`src/rtl/vga_port_arbiter_pkg.sv`:
```
// Shared VGA pixel-port widths, requester indices and arbiter FSM encodings.
package vga_port_arbiter_pkg;

  localparam int X_W     = 9;
  localparam int Y_W     = 8;
  localparam int COLOR_W = 3;
  localparam int IDX_W   = 3;

  localparam int REQ_MAP    = 0;
  localparam int REQ_SPRITE = 1;
  localparam int REQ_ANIM   = 2;

  typedef enum logic [1:0] {
    ST_IDLE    = 2'd0,
    ST_OWNED   = 2'd1,
    ST_RELEASE = 2'd2
  } arb_state_e;

endpackage

```
`src/rtl/vga_port_arbiter_rr_pick.sv`:
```
// Combinational round-robin finder: first set req bit scanning upward from ptr+1.
module vga_port_arbiter_rr_pick
  import vga_port_arbiter_pkg::*;
#(
  parameter int NUM_REQ = 3
) (
  input  logic [NUM_REQ-1:0] req,
  input  logic [IDX_W-1:0]   ptr,
  output logic [IDX_W-1:0]   idx,
  output logic               found
);

  logic [IDX_W-1:0] cand;

  always_comb begin
    found = 1'b0;
    idx   = '0;
    cand  = '0;
    // Offset NUM_REQ wraps back to ptr itself, so the last grantee is checked last.
    for (int i = 1; i <= NUM_REQ; i++) begin
      cand = IDX_W'((int'(ptr) + i) % NUM_REQ);
      if (!found && req[cand]) begin
        found = 1'b1;
        idx   = cand;
      end
    end
  end

endmodule

```
`src/rtl/vga_port_arbiter.sv`:
```
// Burst-granting round-robin arbiter for the shared VGA pixel-write port.
module vga_port_arbiter
  import vga_port_arbiter_pkg::*;
#(
  parameter int NUM_REQ  = 3,
  parameter int MAX_HOLD = 0
) (
  input  logic                       clock,
  input  logic                       reset,
  input  logic [NUM_REQ-1:0]         req,
  output logic [NUM_REQ-1:0]         grant,
  input  logic [NUM_REQ-1:0]         plot_in,
  input  logic [NUM_REQ*X_W-1:0]     x_in,
  input  logic [NUM_REQ*Y_W-1:0]     y_in,
  input  logic [NUM_REQ*COLOR_W-1:0] color_in,
  output logic                       plot_out,
  output logic [X_W-1:0]             x_out,
  output logic [Y_W-1:0]             y_out,
  output logic [COLOR_W-1:0]         color_out,
  output logic [IDX_W-1:0]           owner,
  output logic                       busy,
  output logic                       timeout_err,
  output logic [7:0]                 drop_count,
  output arb_state_e                 fsm_state
);

  localparam int HOLD_W = (MAX_HOLD < 2) ? 1 : $clog2(MAX_HOLD + 1);

  arb_state_e          state;
  logic [IDX_W-1:0]    ptr;
  logic [HOLD_W-1:0]   hold_cnt;
  logic [IDX_W-1:0]    pick_idx;
  logic                pick_found;
  logic [NUM_REQ-1:0]  pick_onehot;
  logic                wd_expired;
  logic [NUM_REQ-1:0]  drop_mask;

  vga_port_arbiter_rr_pick #(.NUM_REQ(NUM_REQ)) u_rr_pick (
    .req   (req),
    .ptr   (ptr),
    .idx   (pick_idx),
    .found (pick_found)
  );

  always_comb begin
    pick_onehot           = '0;
    pick_onehot[pick_idx] = 1'b1;
  end

  assign wd_expired = (MAX_HOLD > 0) && (hold_cnt == HOLD_W'(MAX_HOLD));
  assign fsm_state  = state;

  // Arbitration also runs on the RELEASE exit edge so a handover costs exactly
  // one grant-free cycle; RELEASE itself never grants the cycle it is entered.
  always_ff @(posedge clock) begin
    if (reset) begin
      state       <= ST_IDLE;
      ptr         <= IDX_W'(NUM_REQ - 1);
      hold_cnt    <= '0;
      grant       <= '0;
      owner       <= '0;
      busy        <= 1'b0;
      plot_out    <= 1'b0;
      x_out       <= '0;
      y_out       <= '0;
      color_out   <= '0;
      timeout_err <= 1'b0;
    end else begin
      case (state)
        ST_IDLE, ST_RELEASE: begin
          plot_out <= 1'b0;
          if (pick_found) begin
            grant    <= pick_onehot;
            owner    <= pick_idx;
            ptr      <= pick_idx;
            busy     <= 1'b1;
            hold_cnt <= HOLD_W'(1);
            state    <= ST_OWNED;
          end else begin
            state <= ST_IDLE;
          end
        end
        ST_OWNED: begin
          if (!req[owner]) begin
            grant    <= '0;
            busy     <= 1'b0;
            plot_out <= 1'b0;
            state    <= ST_RELEASE;
          end else if (wd_expired) begin
            grant       <= '0;
            busy        <= 1'b0;
            plot_out    <= 1'b0;
            timeout_err <= 1'b1;
            state       <= ST_RELEASE;
          end else begin
            plot_out  <= plot_in[owner];
            x_out     <= x_in[owner*X_W +: X_W];
            y_out     <= y_in[owner*Y_W +: Y_W];
            color_out <= color_in[owner*COLOR_W +: COLOR_W];
            hold_cnt  <= hold_cnt + HOLD_W'(1);
          end
        end
        default: begin
          grant    <= '0;
          busy     <= 1'b0;
          plot_out <= 1'b0;
          state    <= ST_IDLE;
        end
      endcase
    end
  end

  // Outside OWNED nobody owns the port, so every strobe is a dropped pixel.
  assign drop_mask = (state == ST_OWNED) ? (plot_in & ~grant) : plot_in;

  always_ff @(posedge clock) begin
    if (reset) begin
      drop_count <= '0;
    end else if (|drop_mask && drop_count != 8'hFF) begin
      drop_count <= drop_count + 8'd1;
    end
  end

endmodule

```
`config.mk`:
```
export PLATFORM = sky130hd
export DESIGN_NAME = vga_port_arbiter
export DESIGN_NICKNAME = d
export VERILOG_FILES = /design/src/rtl/vga_port_arbiter_pkg.sv /design/src/rtl/vga_port_arbiter_rr_pick.sv /design/src/rtl/vga_port_arbiter.sv
export SDC_FILE = /design/constraint.sdc
export NUM_CORES = 1
export LEC_CHECK = 0
export CAP_MARGIN = 40
export CORE_UTILIZATION = 49
export CTS_CLUSTER_DIAMETER = 80
export DETAILED_ROUTE_END_ITERATION = 10
export GPL_ROUTABILITY_DRIVEN = 0
export PLACE_DENSITY_LB_ADDON = 0.1
export REMOVE_ABC_BUFFERS = 1
export SLEW_MARGIN = 30
export SYNTH_ARGS = -nofsm -noshare
export SYNTH_HDL_FRONTEND = slang
export SYNTH_HIERARCHICAL = 1
export SYNTH_SLANG_ARGS = --single-unit
```
`constraint.sdc`:
```
create_clock -name clock -period 7.9 [get_ports clock]
set_clock_uncertainty 0.1 [all_clocks]
set_input_delay 2.37 -clock clock [delete_from_list [all_inputs] [get_ports clock]]
set_output_delay 2.37 -clock clock [all_outputs]
set_load 0.005 [all_outputs]
```
# After elaboration in Yosys (flattened, before gate mapping)
# Cells that the tools add are included.
# word_totals
reg_bits,41
out_inout_bits,39
wordCells,78
# classes
addsub,4
n_mul,2
div,3
order_cmp,6
n_eq_ne,5
shift,3
mux,28
bitwise_logic,4
n_reduce_logical,13
# ops
operator,n
32-bit by 3-bit remainder unit with 32-bit output (second input constant),3
27-bit by 8-bit variable part select with 9-bit output,1
24-bit by 7-bit variable part select with 8-bit output,1
3-bit 2-to-1 mux,6
3-bit less-than comparator (second input constant),5
1-bit 2-to-1 mux,12
1-bit binary-select mux with 2-bit select,5
9-bit by 6-bit variable part select with 3-bit output,1
3-bit by 2-bit adder with 4-bit output (second input constant),2
8-bit by 1-bit adder with 8-bit output (second input constant),1
8-bit inequality test (second input constant),1
3-bit by 4-bit multiplier with 7-bit output (second input constant),1
3-bit one-hot mux with 2 select lines,1
2-bit AND reduction,3
3-bit OR reduction,2
3-bit by 2-bit multiplier with 5-bit output (second input constant),1
3-bit by 1-bit adder with 4-bit output (second input constant),1
1-bit logical AND,4
2-bit inequality test (second input constant),2
2-bit one-hot mux with 2 select lines,1
3-bit bitwise AND,1
3-bit by 1-bit >= comparator with 1-bit output (second input constant),1
3-bit NOT,1
1-bit demux with 2-bit select,1
8 further kinds,10

# Depth between registers and ports, before layout
# Gate-level depths: netlist of the first run.
# logic_depth
ltp_word,17
depth_mapped,21

# Cells and area by module
# The synthesis of the first run kept the hierarchy.
# by_module_without_submodules
mod,n_inst,cells_each,area_each_um2
vga_port_arbiter,1,219,1983.2
vga_port_arbiter_rr_pick,1,134,993.5

# Worst setup path before layout of the first run
# Ideal clock, no wire load.
# synth_timing
kind,reg2reg
from,register owner[0]
to,register grant[1]
setup_ns,0.128
arrival_ns,4.503
setup_slack_ns,3.169
path_stages_with_launch,21
n_path_buf,2
period_less_slack_ns,4.731
cell_sequence,dfxtp_1 -> clkbuf_1 -> inv_1 -> ha_1 -> xor2_2 -> inv_2 -> ha_1 -> o2111ai_1 -> nand2_1 -> xnor2_1 -> ha_1 -> or4b_4 -> and3_2 -> o21ai_2 -> nand2_1 -> or3_1 -> nand2b_1 -> clkbuf_1 -> nor3_1 -> a22oi_1 -> nor2_1
# synth_via
elab_chain_cells,4
# synth_rtl
item,line,text
start: declaration,vga_port_arbiter.sv:20,"output logic [IDX_W-1:0] owner,"
start signal: assignment,vga_port_arbiter.sv:74,owner <= pick_idx;
1-bit binary-select mux with 2-bit select,vga_port_arbiter.sv:84,if (!req[owner]) begin
1-bit 2-to-1 mux (implied by the code),vga_port_arbiter.sv:84,
2-bit inequality test (no line),-,
2-bit AND reduction (no line),-,
end signal: assignment,vga_port_arbiter.sv:73,grant <= pick_onehot;
end: declaration,vga_port_arbiter.sv:11,"output logic [NUM_REQ-1:0] grant,"
# Every way passes these cells. The select of a mux whose other input is x is not followed.
# A chain may end at the register's enable or synchronous reset.

# Worst setup path in the final report of the first run
# Ends and elaborated chain as after synthesis.

==> metrics.yaml, run 1 <==
critical_path:
  crit_path_end_kind: "register"
  arrival_ns: 5.18
  crit_path_start_kind: "register"
  r2r_start: "owner[0]$_SDFFE_PP0P_"
  reg2reg_depth: 19
  crit_fanout: 30
  r2r_slack_ns: 2.78
  required_ns: 7.95
  r2r_end: "grant[1]$_SDFFE_PP0P_"
  worstSetupPathType: "reg2reg"
hold_path:
  min_to: "y_out[1]$_SDFFE_PP0N_"
  min-delay-start: "y_out[1]$_SDFFE_PP0N_"
  worstHoldPathCells: 1
  min_path_type: "reg2reg"
layout:
  drive_gt1_share_pct: 7.795
  multi_input_area_sq_um: 2018
  design_area_sq_um: 4121
  synthToLayoutAreaGrowth_pct: 38.46
  n_antenna_cell: 0
  final_net_count: 537
  ff_latch_area_sq_um: 780.7
  fillers: 461
floorplanning:
  dieArea_sq_um: 6390
  start_util_pct: 50.57
  io_pins: 107
  chipWidth_microns: 79.94
  core-area_sq_um: 5886
  rows: 28
  fp.dieH_microns: 79.94
clocking:
  htreeDepth: 2
  numCtsBuffers: 5
  cts_setup_buffers: 0
  clock-root-buffer: "clkbuf_8"
  cts_tree: "built"
  hold_buffers: 0
  cts.sinks: 39
  cts-resized-gates: 0
  clockBufferDepth: 2
  clk_latency_ns: 0.29
  cts.clk_slew.worst_paths_ns: 0.07
timing:
  holdWs_ns: 0.3774
  drv_slew: 0
  tightest_slew_ns: 0.7770
  tns_ns: 0
  finalSetupViolations: 0
  hold_violations: 0
  min_period_over_period_pct: 64.86
  fin_ws_ns: 2.776
  rsz0062_at_grt: "no"
  max_freq_mhz: 195.2
  relSlewSlack_pct: 48.04
  min_period_ns: 5.124
logic_synthesis:
  syn_area_per_cell_sq_um: 8.432
  synth_area_sq_um: 2977
  syn-instance-count: 353
  synthDistinctLibCells: 65
  yosys_register_bits: 39
  synth-edff-count: 0
  synth-warning-count: 6
  async_flop_share_pct: 0
  ys_seq_area_share_pct: 26.23
  synth_flop_cell: "dfxtp_1"
place:
  dp_slack_ns: 2.802
  dpl.hpwl_microns: 6061
  portBuffers: 105
  place_area_sq_um: 4038
power_and_ir_drop:
  p_leak_nw: 1.581
  vdd_ir_drop_max_mv: 0.2178
  p_per_area_nw_per_um2: 289.2
grt:
  grt_pass1_vias: 2640
  use_met2_pct: 41.03
  antenna_found_initial: 0
  grt_pass1_wl_microns: 12140
  busiest_layer: "met2"
  grt_max_degree: 31
  grt_use_total_pct: 24.00
  grt.overflow.total: 0
  use_met1_pct: 29.64
  grt_use_met3_pct: 5.029
run:
  drv_cap: 0
route:
  ant_nets: 0
  dr.pass1.iters: 4
  finalWirelength_microns: 7961
  viasPerCell: 5.637
  wl_per_cell_microns: 15.19
  drcViolationCount: 0
  vias: 2954
  drt_iter0_markers: 79
outcome:
  status: "complete, no violations"
where the power goes:
part           internal [mW]  leakage [nW]  switching (mW)
logic                  0.382          1.23           0.415
registers              0.236         0.318          0.0352
clock network         0.0588        0.0371          0.0652
sequential cells by signal (all words and copies together), names as in the netlist:
name,flops
plot_out,1
fsm_state,2
y_out,8
grant,3
busy,1
owner,3
drop_count,8
color_out,3
ptr,1
x_out,9
worst max-delay path by stage:
stage                       endpoint                  start  slack (ns)  depth (start not counted)
6_report       grant[1]$_SDFFE_PP0P_  owner[0]$_SDFFE_PP0P_        2.78                         19
3_3_place_gp   grant[1]$_SDFFE_PP0P_                 req[1]        3.01                          9
3_5_place_dp   grant[1]$_SDFFE_PP0P_  owner[0]$_SDFFE_PP0P_        2.80                         19
4_1_cts        grant[1]$_SDFFE_PP0P_  owner[0]$_SDFFE_PP0P_        2.77                         19
5_1_grt        grant[2]$_SDFFE_PP0P_  owner[0]$_SDFFE_PP0P_        2.28                         20
2_1_floorplan  grant[1]$_SDFFE_PP0P_  owner[0]$_SDFFE_PP0P_        3.12                         18
layout by cell type (no fill, tap or decap), types with 16 or more instances in the layout:
master           instances
clkdlybuf4s50_1        105
dfxtp_1                 39
a22o_1                  20
nand2_1                 35
mux2i_1                 30
nor2_1                  23
a21oi_1                 16
o21ai_0                 27
ha_1                    19
inv_1                   17
worst max-delay path, stage by stage, from the launching register on:
cell,delay (ns)
dfxtp_1,0.57
buf_4,0.38
ha_1,0.26
xnor2_1,0.24
inv_1,0.17
ha_1,0.36
o2111ai_1,0.22
o21ai_2,0.12
xnor2_1,0.25
ha_1,0.24
inv_1,0.05
o211a_1,0.15
and3_1,0.21
o21ai_2,0.16
or3b_1,0.42
or3_1,0.43
nand2b_1,0.27
nor3_1,0.08
a22oi_1,0.21
nor2_1,0.06
cell families (layout without fill, tap and decap cells):
kind of cell | after synthesis | after routing | synth area share (%)
AOI/OAI and AO/OA | 104 | 104 | 25.98
xor gates and xnor gates | 15 | 15 | 4.666
adders and majority gates | 19 | 19 | 7.987
buffers and inverters | 37 | 133 | 5.969
DFF | 39 | 39 | 26.23
muxes | 31 | 31 | 10.47
other | 1 | 1 | 0.1260
and+or+nand+nor | 107 | 107 | 18.58
synth_stat cells (4+ instances only):
cell type / count / area, sq um
o21ai_0: 27 / 135.1
clkbuf_1: 6 / 22.52
a22o_1: 20 / 175.2
a21oi_1: 16 / 80.08
ha_1: 19 / 237.7
nand3_1: 5 / 25.02
buf_2: 4 / 20.02
nand2b_1: 13 / 81.33
o21ai_2: 4 / 35.03
buf_4: 9 / 67.56
xnor2_1: 13 / 113.9
inv_1: 17 / 63.81
nand2_1: 35 / 131.4
nor2_1: 23 / 86.33
nor3_1: 4 / 20.02
dfxtp_1: 39 / 780.8
mux2i_1: 30 / 300.3
per-layer routing:
metal | vias up | share of wire, %
li1 | 1462 | -
met1 | 1380 | 43
met2 | 102 | 49
met3 | 10 | 6.6
met4 | 0 | 1.3
met5 | - | 0
metrics by stage:
stage | utilization (%) | power, mW | std cells
2_1_floorplan | - | 0.8251 | 334
3_3_place_gp | 68.41 | 1.032 | 516
3_5_place_dp | 68.60 | 1.058 | 517
4_1_cts | 69.83 | 1.188 | 523
5_1_grt | 70.03 | 1.280 | 524
6_report | 70.03 | 1.192 | 524
final cells by class:
type	count	area share [%]
inverters	18	1.639
well taps	75	2.277
flip-flops and latches	39	18.94
multi-input cells	277	48.97
clock buffers	6	1.761
repair buffers	109	26.41
Note: power is estimated with default switching activity, not from simulation.
==> run 2, diff against run 1 <==
- CORE_UTILIZATION: 49 -> 41
- clock period: 7.9 -> 4.41 ns (I/O delays scaled with it)
==> run 2 against run 1 <==
Maximum frequency up 23%. Clock power grew 85%. Combinational power increased by 100%. Power grew 94%. Worst hold slack improved by 0.0046 ns. Count of clock-buffer cells in the layout increased by 1. Critical path depth stayed put. Register-to-register slack worse by 2.5 ns. Via count grew 0.24%. Core utilization down 6.9 points. Worst setup slack lost 2.5 ns. Sequential share of layout area down 1.0 points. Largest power group unchanged. Highest routed layer unchanged.
==> metrics.yaml, run 2 (synthesized netlist as in run 1, its figures left out) <==
grt:
  grt_max_degree: 37  # was 31
  grt.overflow.total: 0  # unchanged
  grt_use_total_pct: 21.72  # was 24.00%
  antenna_found_initial: 0  # unchanged
  grt_pass1_wl_microns: 13050  # was 12,140 microns
  grt_pass1_vias: 2761  # was 2,640
layout:
  ff_latch_area_sq_um: 780.7  # unchanged
  largest_reg_flops: 9  # unchanged
  fin_cells: 566  # was 524
  final_cell_mix: "clkdlybuf4s50_1 (105), dfxtp_1 (39), nand2_1 (35), mux2i_1 (29), o21ai_0 (27)"  # was clkdlybuf4s50_1 (105), dfxtp_1 (39), nand2_1 (35), mux2i_1 (30), o21ai_0 (27)
  drive_gt1_share_pct: 14.47  # was 7.795%
  synthToLayoutAreaGrowth_pct: 46.36  # was 38.46%
  final_common_cell: "clkdlybuf4s50_1"  # unchanged
  final_net_count: 556  # was 537
  reg_top3: "x_out: 9 flops, drop_count: 8 flops, y_out: 8 flops"  # unchanged
  n_antenna_cell: 0  # unchanged
  fillers: 630  # was 461
  top_register: "x_out"  # unchanged
  multi_input_area_sq_um: 2083  # was 2018 sq um
critical_path:
  crit_path_start_kind: "register"  # unchanged
  crit_path_end_kind: "register"  # unchanged
  cp_num_cells: 19  # unchanged
  r2r_end: "grant[1]$_SDFFE_PP0P_"  # unchanged
  cp.buffers_inverters: 3  # unchanged
  crit_fanout: 7  # was 30
  crit_family: "simple AND/OR/NAND/NOR gates"  # unchanged
  r2r_slack_ns: 0.24  # was 2.78 ns
  arrival_ns: 4.25  # was 5.18 ns
  worstSetupPathType: "reg2reg"  # unchanged
  crit_slowest_cell: "or4b_4"  # was dfxtp_1
  crit_end: "grant[1]$_SDFFE_PP0P_"  # unchanged
  path_cells: "buf_4, inv_1, ha_2, xor2_2, inv_2, ha_1, o2111ai_2, nand2_1, xnor2_1, ha_1, or4b_4, and3_2, o21ai_2, nand2_1, or3_4, nand2b_4, nor3_1, a22oi_1, nor2_1"  # was buf_4, ha_1, xnor2_1, inv_1, ha_1, o2111ai_1, o21ai_2, xnor2_1, ha_1, inv_1, o211a_1, and3_1, o21ai_2, or3b_1, or3_1, nand2b_1, nor3_1, a22oi_1, nor2_1
  required_ns: 4.49  # was 7.95 ns
  cpPeakStageDelay_ns: 0.55  # was 0.57 ns
  reg2reg_depth: 19  # unchanged
  startpoint: "owner[0]$_SDFFE_PP0P_"  # unchanged
  r2r_start: "owner[0]$_SDFFE_PP0P_"  # unchanged
timing:
  drv_slew: 0  # unchanged
  tns_ns: 0  # unchanged
  hold_violations: 0  # unchanged
  min_period_over_period_pct: 94.50  # was 64.86%
  finalSetupViolations: 0  # unchanged
  holdWs_ns: 0.3820  # was 0.3774 ns
  min_period_ns: 4.167  # was 5.124 ns
  max_freq_mhz: 240.0  # was 195.2 MHz
clocking:
  cts.clk_slew.worst_paths_ns: 0.07  # about the same
  htreeDepth: 2  # unchanged
  numCtsBuffers: 5  # unchanged
  clock-root-buffer: "clkbuf_8"  # unchanged
  clockBufferDepth: 2  # unchanged
  cts.sinks: 39  # unchanged
  clk_latency_ns: 0.29  # about the same
  cts_tree: "built"  # unchanged
floorplanning:
  core-area_sq_um: 6907  # was 5886 sq um
  start_util_pct: 43.10  # was 50.57%
  dieArea_sq_um: 7605  # was 6390 sq um
  fp.dieH_microns: 87.21  # was 79.94 microns
  io_pins: 107  # unchanged
  chipWidth_microns: 87.21  # was 79.94 microns
  rows: 30  # was 28
place:
  dp.cells: 558  # was 517
  dpl.hpwl_microns: 6339  # was 6061 microns
  portBuffers: 105  # unchanged
route:
  viasPerCell: 5.231  # was 5.637
  wl_per_cell_microns: 14.50  # was 15.19 microns
  drcViolationCount: 0  # unchanged
  finalWirelength_microns: 8207  # was 7961 microns
  vias: 2961  # was 2,954
  ant_nets: 0  # unchanged
  dr.pass1.iters: 5  # was 4
  drt_iter0_markers: 105  # was 79
run:
  drv_cap: 0  # unchanged
power_and_ir_drop:
  vdd_ir_drop_max_mv: 0.3722  # was 0.2178 mV
  comb_power_share_pct: 69.4  # was 66.8%
  p_seq_share_pct: 20.6  # was 22.8%
  p_int_mw: 1.338  # was 0.6771 mW
  switching_share_pct: 42.02  # was 43.20%
  p_leak_nw: 1.692  # was 1.581 nW
  p_per_area_nw_per_um2: 529.8  # was 289.2 nW/um^2
  p_total_mw: 2.308  # was 1.192 mW
  pwr-share-clk_pct: 10.0  # was 10.4%
  p_sw_mw: 0.9698  # was 0.5150 mW
hold_path:
  min_path_type: "reg2reg"  # unchanged
  worstHoldPathCells: 1  # unchanged
  min-delay-start: "x_out[0]$_SDFFE_PP0N_"  # was y_out[1]$_SDFFE_PP0N_
outcome:
  status: "complete, no violations"  # unchanged
[run 2: cell count changes in the layout (fill, tap and decap cells not counted), sizes merged]
cell / before / now
buf: 4 / 23
clkbuf: 6 / 7
clkinv: 0 / 1
[run 2: repair_timing]
action / 4_1_cts / 5_1_grt
pin swaps: 0 / 0
hold buffers: 0 / 0
setup buffers: 0 / 0
endpoints found under the setup margin: 1 / 9
resized for setup: 2 / 12
[run 2: cell type report]
class	count	share of cell area, %
Timing Repair Buffer	128	28.09
Sequential cell	39	17.92
Multi-Input combinational cell	277	47.82
Clock inverter	1	0.1149
Inverter	18	1.551
Clock buffer	7	1.752
Tap cell	96	2.757
[run 2: stage by stage]
step	worst slack, ns	instance area [sq um]	util, %
floorplan	-0.3733	2867	-
global placement	0.1377	4210	60.96
detailed placement	-0.01427	4210	60.96
CTS	0.04577	4302	62.28
global route	-0.001109	4357	63.08
finish	0.2427	4357	63.08
[run 2: layer usage]
| layer | track usage, % | up-vias | wire length (microns) |
|---|---|---|---|
| met1 | 27.48 | 1381 | 3720 |
| met2 | 38.22 | 73 | 3953 |
| met5 | 0 | - | 0 |
| met4 | 4.471 | 0 | 57 |
| li1 | - | 1500 | - |
| met3 | 4.360 | 7 | 477 |
[run 2: worst min-delay path by stage]
stage | end | slack (ns)
global placement | y_out[1]$_SDFFE_PP0N_ | 0.36
floorplan | y_out[1]$_SDFFE_PP0N_ | 0.37
detailed placement | y_out[1]$_SDFFE_PP0N_ | 0.36
finish | x_out[0]$_SDFFE_PP0N_ | 0.38
global route | y_out[6]$_SDFFE_PP0N_ | 0.40
CTS | y_out[6]$_SDFFE_PP0N_ | 0.38
[run 2: power by group through the flow]
stage	clock network [mW]	registers (mW)	logic, mW
2_1_floorplan	0	0.507	0.971
6_report	0.230	0.476	1.60
5_1_grt	0.254	0.486	1.76
3_5_place_dp	0	0.483	1.50
3_3_place_gp	0	0.479	1.47
4_1_cts	0.236	0.475	1.52
==> run 3, diff against run 2 <==
- CAP_MARGIN: 40 -> 20
- GPL_TIMING_DRIVEN: default -> 0
- HOLD_SLACK_MARGIN: default -> 0.05
==> run 3 against run 2 <==
Register-to-register slack lost 0.11 ns. Non-clock buffer count shrank 14. Global-route usage grew 0.083 points. Worst hold slack is essentially flat. Sequential share of layout area grew 0.19 points. First-iteration DRC count grew 18%. Maximum frequency shrank 2.5%. Core utilization grew 0.34 points. Cell count shrank 2.5%. Die area is the same. Combinational power is essentially flat. Critical path depth is the same. Largest cell class unchanged.
==> metrics.yaml, run 3 (synthesized netlist as in run 1, its figures left out) <==
critical_path:
  crit_path_end_kind: "register"  # unchanged
  crit_end: "grant[1]$_SDFFE_PP0P_"  # unchanged
  crit_fanout: 9  # was 7
  required_ns: 4.46  # was 4.49 ns
  crit_path_start_kind: "register"  # unchanged
  path_cells: "inv_2, ha_1, a21o_4, nor2_2, ha_2, inv_1, o2111ai_2, nand2_1, xnor2_1, ha_2, or4b_4, and3_2, o21ai_2, nand2_1, or3_4, nand2b_4, nor3_1, a22oi_1, nor2_1"  # was buf_4, inv_1, ha_2, xor2_2, inv_2, ha_1, o2111ai_2, nand2_1, xnor2_1, ha_1, or4b_4, and3_2, o21ai_2, nand2_1, or3_4, nand2b_4, nor3_1, a22oi_1, nor2_1
  arrival_ns: 4.32  # was 4.25 ns
  startpoint: "ptr[1]$_SDFFE_PP1P_"  # was owner[0]$_SDFFE_PP0P_
  worstSetupPathType: "reg2reg"  # unchanged
  r2r_end: "grant[1]$_SDFFE_PP0P_"  # unchanged
  crit_family: "simple AND/OR/NAND/NOR gates"  # unchanged
  r2r_start: "ptr[1]$_SDFFE_PP1P_"  # was owner[0]$_SDFFE_PP0P_
  r2r_slack_ns: 0.13  # was 0.24 ns
  reg2reg_depth: 19  # unchanged
  crit_slowest_cell: "or4b_4"  # unchanged
  cp.buffers_inverters: 2  # was 3
  cp_num_cells: 19  # unchanged
  cpPeakStageDelay_ns: 0.55  # about the same
hold_path:
  min_path_type: "reg2reg"  # unchanged
  min-delay-start: "x_out[5]$_SDFFE_PP0N_"  # was x_out[0]$_SDFFE_PP0N_
floorplanning:
  fp.dieH_microns: 87.21  # unchanged
  chipWidth_microns: 87.21  # unchanged
  core-area_sq_um: 6907  # unchanged
  start_util_pct: 43.10  # unchanged
  io_pins: 107  # unchanged
  rows: 30  # unchanged
  dieArea_sq_um: 7605  # unchanged
layout:
  n_antenna_cell: 0  # unchanged
  final_common_cell: "clkdlybuf4s50_1"  # unchanged
  fin_cells: 552  # was 566
  synthToLayoutAreaGrowth_pct: 47.16  # was 46.36%
  final_cell_mix: "clkdlybuf4s50_1 (105), nand2_1 (35), dfxtp_1 (35), mux2i_1 (29), o21ai_0 (27)"  # was clkdlybuf4s50_1 (105), dfxtp_1 (39), nand2_1 (35), mux2i_1 (29), o21ai_0 (27)
  reg_top3: "x_out: 9 flops, drop_count: 8 flops, y_out: 8 flops"  # unchanged
  top_register: "x_out"  # unchanged
  largest_reg_flops: 9  # unchanged
  drive_gt1_share_pct: 15.79  # was 14.47%
  design_area_sq_um: 4380  # was 4357 sq um
  fillers: 635  # was 630
  final_net_count: 542  # was 556
grt:
  busiest_layer: "met2"  # unchanged
  antenna_found_initial: 0  # unchanged
  use_met2_pct: 37.37  # was 38.22%
  grt_pass1_wl_microns: 13170  # was 13,050 microns
  grt_pass1_vias: 2745  # was 2,761
  grt_use_total_pct: 21.80  # was 21.72%
  use_met1_pct: 28.05  # was 27.48%
  grt_max_degree: 26  # was 37
  grt.overflow.total: 0  # unchanged
  grt_use_met3_pct: 4.076  # was 4.360%
clocking:
  clk_latency_ns: 0.28  # was 0.29 ns
  numCtsBuffers: 5  # unchanged
  cts.clk_slew.worst_paths_ns: 0.07  # about the same
  cts.sinks: 39  # unchanged
  clockBufferDepth: 2  # unchanged
  htreeDepth: 2  # unchanged
  cts_tree: "built"  # unchanged
  clock-root-buffer: "clkbuf_8"  # unchanged
timing:
  tightest_slew_ns: 0.8201
  max_freq_mhz: 233.9  # was 240.0 MHz
  tns_ns: 0  # unchanged
  drv_slew: 0  # unchanged
  hold_violations: 0  # unchanged
  finalSetupViolations: 0  # unchanged
  relSlewSlack_pct: 45.27
  min_period_ns: 4.276  # was 4.167 ns
  holdWs_ns: 0.3820  # about the same
  min_period_over_period_pct: 96.95  # was 94.50%
route:
  drcViolationCount: 0  # unchanged
  dr.pass1.iters: 4  # was 5
  ant_nets: 0  # unchanged
  viasPerCell: 5.413  # was 5.231
  drt_iter0_markers: 124  # was 105
  finalWirelength_microns: 8574  # was 8207 microns
  vias: 2988  # was 2,961
  wl_per_cell_microns: 15.53  # was 14.50 microns
place:
  dp.cells: 535  # was 558
  portBuffers: 105  # unchanged
  dpl.hpwl_microns: 5954  # was 6339 microns
  place_area_sq_um: 4040  # was 4210 sq um
run:
  drv_cap: 0  # unchanged
power_and_ir_drop:
  p_leak_nw: 1.622  # was 1.692 nW
  p_per_area_nw_per_um2: 539.9  # was 529.8 nW/um^2
  p_total_mw: 2.365  # was 2.308 mW
  vdd_ir_drop_max_mv: 0.3853  # was 0.3722 mV
outcome:
  status: "complete, no violations"  # unchanged
-- run 3: cell types whose count changed in the layout (fill, tap and decap cells not counted), sizes merged --
cell    delta
clkinv     -1
clkbuf     +1
buf       -14
-- run 3: area by class of cell --
type	count	area, sq um	area share, %
clock buffer	8	100.1	2.285
multi-input combinational	277	2177	49.70
inverter	18	67.56	1.542
timing repair buffer	114	1122	25.62
sequential	39	793.3	18.11
tap	96	120.1	2.742
-- run 3: power by group --
part | internal, mW | leakage [nW] | switching [mW]
combinational | 0.797 | 1.25 | 0.799
clock | 0.143 | 0.0515 | 0.118
sequential | 0.427 | 0.320 | 0.0818
total | 1.37 | 1.62 | 0.998
-- run 3: worst min path at each step --
stage / depth (start not counted) / slack [ns] / end
after floorplan: 1 / 0.37 / y_out[1]$_SDFFE_PP0N_
after global placement: 1 / 0.36 / x_out[4]$_SDFFE_PP0N_
after detailed placement: 1 / 0.36 / y_out[1]$_SDFFE_PP0N_
after CTS: 1 / 0.38 / y_out[1]$_SDFFE_PP0N_
after global routing: 1 / 0.40 / x_out[5]$_SDFFE_PP0N_
final: 1 / 0.38 / x_out[5]$_SDFFE_PP0N_
-- run 3: metal layers --
| layer | vias to the layer above | routed length, microns |
|---|---|---|
| met5 | - | 0 |
| met4 | 0 | 117 |
| met3 | 11 | 543 |
| met2 | 100 | 4131 |
| met1 | 1395 | 3782 |
| li1 | 1482 | - |
-- run 3: metrics by stage --
stage	utilization, %	setup WS [ns]
after floorplan	-	-0.3733
after global placement	58.46	-1.206
after detailed placement	58.50	-0.7261
after CTS	60.87	0.009586
after global routing	63.42	-0.06221
final	63.42	0.1345
-- run 3: what timing repair did --
action,in CTS,in global routing
pin swaps,0,6
setup buffers,2,7
cloned,0,0
setup endpoints to repair,9,9
hold buffers,0,0
gates resized for setup,13,24
